### config.mk
export PLATFORM = sky130hd
export DESIGN_NAME = muldiv_unit
export DESIGN_NICKNAME = d
export VERILOG_FILES = /design/src/rtl/muldiv_unit.sv
export SDC_FILE = /design/constraint.sdc
export NUM_CORES = 1
export LEC_CHECK = 0
export CAP_MARGIN = 30
export CORE_MARGIN = 2
export CORE_UTILIZATION = 40
export DETAILED_ROUTE_END_ITERATION = 8
export PLACE_DENSITY = 0.58
export SLEW_MARGIN = 20
export SYNTH_ARGS = -nofsm -noshare
export SYNTH_HDL_FRONTEND = slang
export SYNTH_SLANG_ARGS = --single-unit
### constraint.sdc
create_clock -name clk -period 6.4 [get_ports clk]
set_input_delay 0.64 -clock clk [delete_from_list [all_inputs] [get_ports clk]]
set_output_delay 0.64 -clock clk [all_outputs]
set_load 0.1 [all_outputs]
### src/rtl/muldiv_unit.sv
// ============================================================================
// muldiv_unit : multi-cycle radix-2 multiply/divide/multiply-accumulate engine
// Revision    : 1.0
// ============================================================================
`default_nettype none

module muldiv_unit #(
  parameter int WIDTH = 32
) (
  input  logic                 clk,
  input  logic                 rst,
  input  logic                 start_i,
  input  logic                 annul_i,
  input  logic [2:0]           op_i,
  input  logic [WIDTH-1:0]     opdata1_i,
  input  logic [WIDTH-1:0]     opdata2_i,
  input  logic [2*WIDTH-1:0]   hilo_i,
  output logic [2*WIDTH-1:0]   result_o,
  output logic                 ready_o,
  output logic                 busy_o,
  output logic                 div_by_zero_o
);

  localparam int CW = $clog2(WIDTH);

  typedef enum logic [1:0] {
    IDLE = 2'd0,
    CALC = 2'd1,
    ACC  = 2'd2,
    DONE = 2'd3
  } state_t;

  state_t               state_q, state_d;
  logic [CW-1:0]        count_q, count_d;
  logic                 is_div_q, is_div_d;
  logic                 is_acc_q, is_acc_d;
  logic                 is_sub_q, is_sub_d;
  logic                 neg_q, neg_d;
  logic                 rneg_q, rneg_d;
  logic                 dbz_q, dbz_d;
  logic [WIDTH-1:0]     opb_q, opb_d;
  logic [2*WIDTH-1:0]   acc_q, acc_d;
  logic [2*WIDTH-1:0]   hilo_q, hilo_d;
  logic [2*WIDTH-1:0]   res_q, res_d;
  logic [2*WIDTH-1:0]   out_q, out_d;

  // Operand decode and magnitude conversion at capture time
  logic                 w_signed, w_a_neg, w_b_neg, w_new_div;
  logic [WIDTH-1:0]     w_a_mag, w_b_mag;

  assign w_signed  = ~op_i[0];
  assign w_a_neg   = w_signed & opdata1_i[WIDTH-1];
  assign w_b_neg   = w_signed & opdata2_i[WIDTH-1];
  assign w_a_mag   = w_a_neg ? -opdata1_i : opdata1_i;
  assign w_b_mag   = w_b_neg ? -opdata2_i : opdata2_i;
  assign w_new_div = ~op_i[2] & op_i[1];

  // acc_q holds {partial sum, multiplier} for multiply and {remainder, quotient} for divide
  logic [WIDTH-1:0]     w_addend;
  logic [WIDTH:0]       w_msum, w_dshift, w_ddiff;
  logic [2*WIDTH-1:0]   w_mstep, w_dstep, w_step, w_fix, w_accres;
  logic [WIDTH-1:0]     w_rem, w_quo;

  assign w_addend = acc_q[0] ? opb_q : '0;
  assign w_msum   = {1'b0, acc_q[2*WIDTH-1:WIDTH]} + {1'b0, w_addend};
  assign w_mstep  = {w_msum, acc_q[WIDTH-1:1]};

  // Partial remainder stays below the divisor, so bit WIDTH of the difference is the borrow
  assign w_dshift = {acc_q[2*WIDTH-1:WIDTH], acc_q[WIDTH-1]};
  assign w_ddiff  = w_dshift - {1'b0, opb_q};
  assign w_dstep  = {(w_ddiff[WIDTH] ? w_dshift[WIDTH-1:0] : w_ddiff[WIDTH-1:0]),
                     acc_q[WIDTH-2:0], ~w_ddiff[WIDTH]};

  assign w_step   = is_div_q ? w_dstep : w_mstep;
  assign w_rem    = rneg_q ? -w_step[2*WIDTH-1:WIDTH] : w_step[2*WIDTH-1:WIDTH];
  assign w_quo    = neg_q ? -w_step[WIDTH-1:0] : w_step[WIDTH-1:0];
  assign w_fix    = is_div_q ? {w_rem, w_quo} : (neg_q ? -w_step : w_step);
  assign w_accres = is_sub_q ? (hilo_q - acc_q) : (hilo_q + acc_q);

  assign busy_o        = (state_q != IDLE);
  assign ready_o       = (state_q == DONE) & ~annul_i;
  assign div_by_zero_o = ready_o & dbz_q;
  assign result_o      = ready_o ? res_q : out_q;

  always_comb begin
    state_d  = state_q;
    count_d  = count_q;
    is_div_d = is_div_q;
    is_acc_d = is_acc_q;
    is_sub_d = is_sub_q;
    neg_d    = neg_q;
    rneg_d   = rneg_q;
    dbz_d    = dbz_q;
    opb_d    = opb_q;
    acc_d    = acc_q;
    hilo_d   = hilo_q;
    res_d    = res_q;
    out_d    = ready_o ? res_q : out_q;

    case (state_q)
      IDLE: begin
        if (start_i && !annul_i) begin
          is_div_d = w_new_div;
          is_acc_d = op_i[2];
          is_sub_d = op_i[2] & op_i[1];
          hilo_d   = hilo_i;
          opb_d    = w_new_div ? w_b_mag : w_a_mag;
          acc_d    = {{WIDTH{1'b0}}, (w_new_div ? w_a_mag : w_b_mag)};
          neg_d    = w_a_neg ^ w_b_neg;
          rneg_d   = w_a_neg;
          count_d  = '0;
          dbz_d    = w_new_div && (opdata2_i == '0);
          if (w_new_div && (opdata2_i == '0)) begin
            res_d   = '0;
            state_d = DONE;
          end else begin
            state_d = CALC;
          end
        end
      end
      CALC: begin
        if (annul_i) begin
          state_d = IDLE;
        end else begin
          acc_d   = w_step;
          count_d = count_q + CW'(1);
          if (count_q == CW'(WIDTH - 1)) begin
            if (is_acc_q) begin
              acc_d   = w_fix;
              state_d = ACC;
            end else begin
              res_d   = w_fix;
              state_d = DONE;
            end
          end
        end
      end
      ACC: begin
        if (annul_i) begin
          state_d = IDLE;
        end else begin
          res_d   = w_accres;
          state_d = DONE;
        end
      end
      default: begin
        state_d = IDLE;
      end
    endcase
  end

  always_ff @(posedge clk) begin
    if (rst) begin
      state_q  <= IDLE;
      count_q  <= '0;
      is_div_q <= 1'b0;
      is_acc_q <= 1'b0;
      is_sub_q <= 1'b0;
      neg_q    <= 1'b0;
      rneg_q   <= 1'b0;
      dbz_q    <= 1'b0;
      opb_q    <= '0;
      acc_q    <= '0;
      hilo_q   <= '0;
      res_q    <= '0;
      out_q    <= '0;
    end else begin
      state_q  <= state_d;
      count_q  <= count_d;
      is_div_q <= is_div_d;
      is_acc_q <= is_acc_d;
      is_sub_q <= is_sub_d;
      neg_q    <= neg_d;
      rneg_q   <= rneg_d;
      dbz_q    <= dbz_d;
      opb_q    <= opb_d;
      acc_q    <= acc_d;
      hilo_q   <= hilo_d;
      res_q    <= res_d;
      out_q    <= out_d;
    end
  end

endmodule

`default_nettype wire

==> out/results.ini <==
[logic_synthesis]
synth_ff_type = dfxtp_1
synth-warning-count = 0
synth-seq-cells = 301
async_flop_share = 0
synth_cell_types = 97
synth_edf_count = 0
synthesis.nets = 4014
avgSynthCellArea_um2 = 6.99
syn-cell-area_um2 = 26100
synth_cells = 3737
synth-seq-area-share = 0.231

[layout]
fill_cells = 6714
synthToLayoutAreaGrowth_pct = 17.2
layout-drive-gt1-share = 0.0622
diodes = 0
layout.nets = 4138
layout_common_cells = nand2_1 (708), a21oi_1 (387), nor2_1 (330)
register_area_um2 = 6030
multi_input_area_um2 = 18900
layout.cells.non_filler = 4743
final_common_cell = nand2_1

[grt]
grt_max_degree = 96
grtUsageTotal = 0.297
grt.overflow.total = 0
grt_pass1_wl_um = 156000
antenna_found_initial = 1
first_global_vias = 25600

[power]
leakagePower_nw = 12.1
internal_power_mw = 4.60
power_density_nw_per_um2 = 253
switchingPower_mw = 3.15
combPwrFrac = 0.432
peakVddDrop_mv = 0.178
sequentialPowerShare = 0.269
power.share.clock = 0.300
switching_share = 0.407

[route]
antenna_left = 0
drtPass1Iterations = 5
drt_iter0_drc = 2738
wl_per_cell_um = 21.7
viasPerCell = 5.78
postRouteWirelength_um = 103000
dr_total_vias = 27400
drc = 0

[min_path]
min_path_type = flip-flop to flip-flop
hp-start = dbz_q

[clock_network]
root_buffer = clkbuf_16
clock-sinks = 301
cts_buffer_depth = 3
clk_pin_slew_ns = 0.06
h-tree-depth = 2
post_cts_buffers = 0
worstSkewPairLatency_ns = 0.58
holdBufCountCts = 0
post_cts_resized = 0
cts_inserted_buffers = 38
cts_tree = yes

[worst_setup_path]
r2r_start = acc_q[42]
path_max_fanout = 9
crit_path_start_kind = flip-flop
critPathArrivalTime_ns = 6.54
required_ns = 6.87
startpoint = acc_q[42]
end_kind = flip-flop
critPathKind = flip-flop to flip-flop

[place]
dp.cells = 4676
routabilityCongestion = 0.982
portBuffers = 201
dp.final_hpwl_um = 80600

[timing]
hold_violations = 0
finalCritPeriodShare = 0.948
worstMarginPinSlew_ns = 1.05
setup-tns-final_ns = 0
period_needed_ns = 6.07
slew_violations = 0
setup-violations-final = 0
fin_skew_ns = 0.0245
rsz0062_at_grt = false
fmax_mhz = 165
max_slew_margin = 0.298

[floorplanning]
ioPinCount = 202
die_w_um = 259
die_y_um = 259
start_util = 0.405
dieArea_um2 = 67300
rows = 93
coreArea_um2 = 64500

[flow_run]
drv_cap = 0

[status]
status = completed

## Yosys cell counts (78+ instances only)
cell type | number | area [um^2]
ha_1 | 139 | 1740
nor2_1 | 332 | 1250
nand3_1 | 78 | 390
inv_1 | 92 | 345
a21oi_1 | 387 | 1940
nand2_1 | 709 | 2660
nor3_1 | 87 | 435
clkbuf_1 | 183 | 687
o21ai_0 | 181 | 906
xor2_1 | 137 | 1200
dfxtp_1 | 301 | 6030
xnor2_1 | 194 | 1700
nor2b_1 | 97 | 607
## path summary, 6_finish.rpt
path	end	slack (ns)	cells after the start
hold reg to reg	dbz_q	0.45	2
setup / recovery	acc_q[48]	0.33	22
setup reg to reg	acc_q[48]	0.33	22
hold / removal	dbz_q	0.45	2
## sequential cells by signal (all words and copies together) (netlist names)
register,flops
state_q,2
neg_q,1
out_q,64
hilo_q,64
res_q,64
acc_q,64
dbz_q,1
rneg_q,1
count_q,5
is_div_q,1
is_sub_q,1
opb_q,32
is_acc_q,1
## layout make-up
type                       instances  area share
tap                              855      0.0350
clock buffer                      52      0.0358
clock inverter                    15     0.00748
sequential                       301       0.197
inverter                          93      0.0114
timing repair buffer             314      0.0962
multi-input combinational       3113       0.617
## metrics by stage
stage               setup slack, ns  instance area (um^2)  utilization  total power [mW]  hold WS, ns
finish                        0.332                 30600        0.475              7.75        0.449
global route                 0.0241                 30600        0.475              8.16        0.469
CTS                           0.334                 30600        0.474              7.73        0.451
detailed placement            0.399                 29300        0.454              5.39        0.444
global placement              0.446                 29200        0.453              5.41        0.440
floorplan                     0.694                 26100            -              4.36        0.425
## power groups by stage
stage / clock network (mW) / logic [mW] / registers (mW)
floorplan: 0 / 2.32 / 2.04
global placement: 0 / 3.29 / 2.12
detailed placement: 0 / 3.27 / 2.12
CTS: 2.36 / 3.29 / 2.08
global route: 2.43 / 3.63 / 2.10
finish: 2.32 / 3.35 / 2.08
## critical path, cell delays in order, from the launching register on
cell       delay (ns)
dfxtp_1          0.43
ha_1             0.54
nand4_4          0.18
a2111oi_4        0.41
o21ai_2          0.15
a2111oi_4        0.48
o32a_1           0.31
nand2_1          0.11
inv_1            0.09
ha_1             0.21
o211ai_1         0.11
or4_1            0.53
or3_1            0.41
or2_2            0.34
nor3_1           0.19
buf_4            0.18
nand3_1          0.12
nand2_1          0.17
nand2_1          0.19
nor4_1           0.32
nor2_1           0.09
xor2_1           0.16
a22o_1           0.24
## routing by layer
metal / vias up / global-route usage / share of wire
met2: 1000 / 0.472 / 0.45
met3: 145 / 0.0302 / 0.063
li1: 13400 / - / -
met5: - / 0 / 0.00012
met1: 12900 / 0.423 / 0.46
met4: 2 / 0.0838 / 0.028
## logic make-up (layout without fill, tap and decap cells)
| group | Yosys count | in the layout | share of synthesized area |
|---|---|---|---|
| compound gates | 1040 | 1040 | 0.251 |
| simple gates | 1554 | 1554 | 0.272 |
| fa+ha+maj | 142 | 142 | 0.0689 |
| buf+inv | 323 | 474 | 0.0484 |
| xor+xnor | 331 | 331 | 0.111 |
| mux | 46 | 46 | 0.0179 |
| flops | 301 | 301 | 0.231 |
No activity file was read; power rests on OpenSTA's default activity.
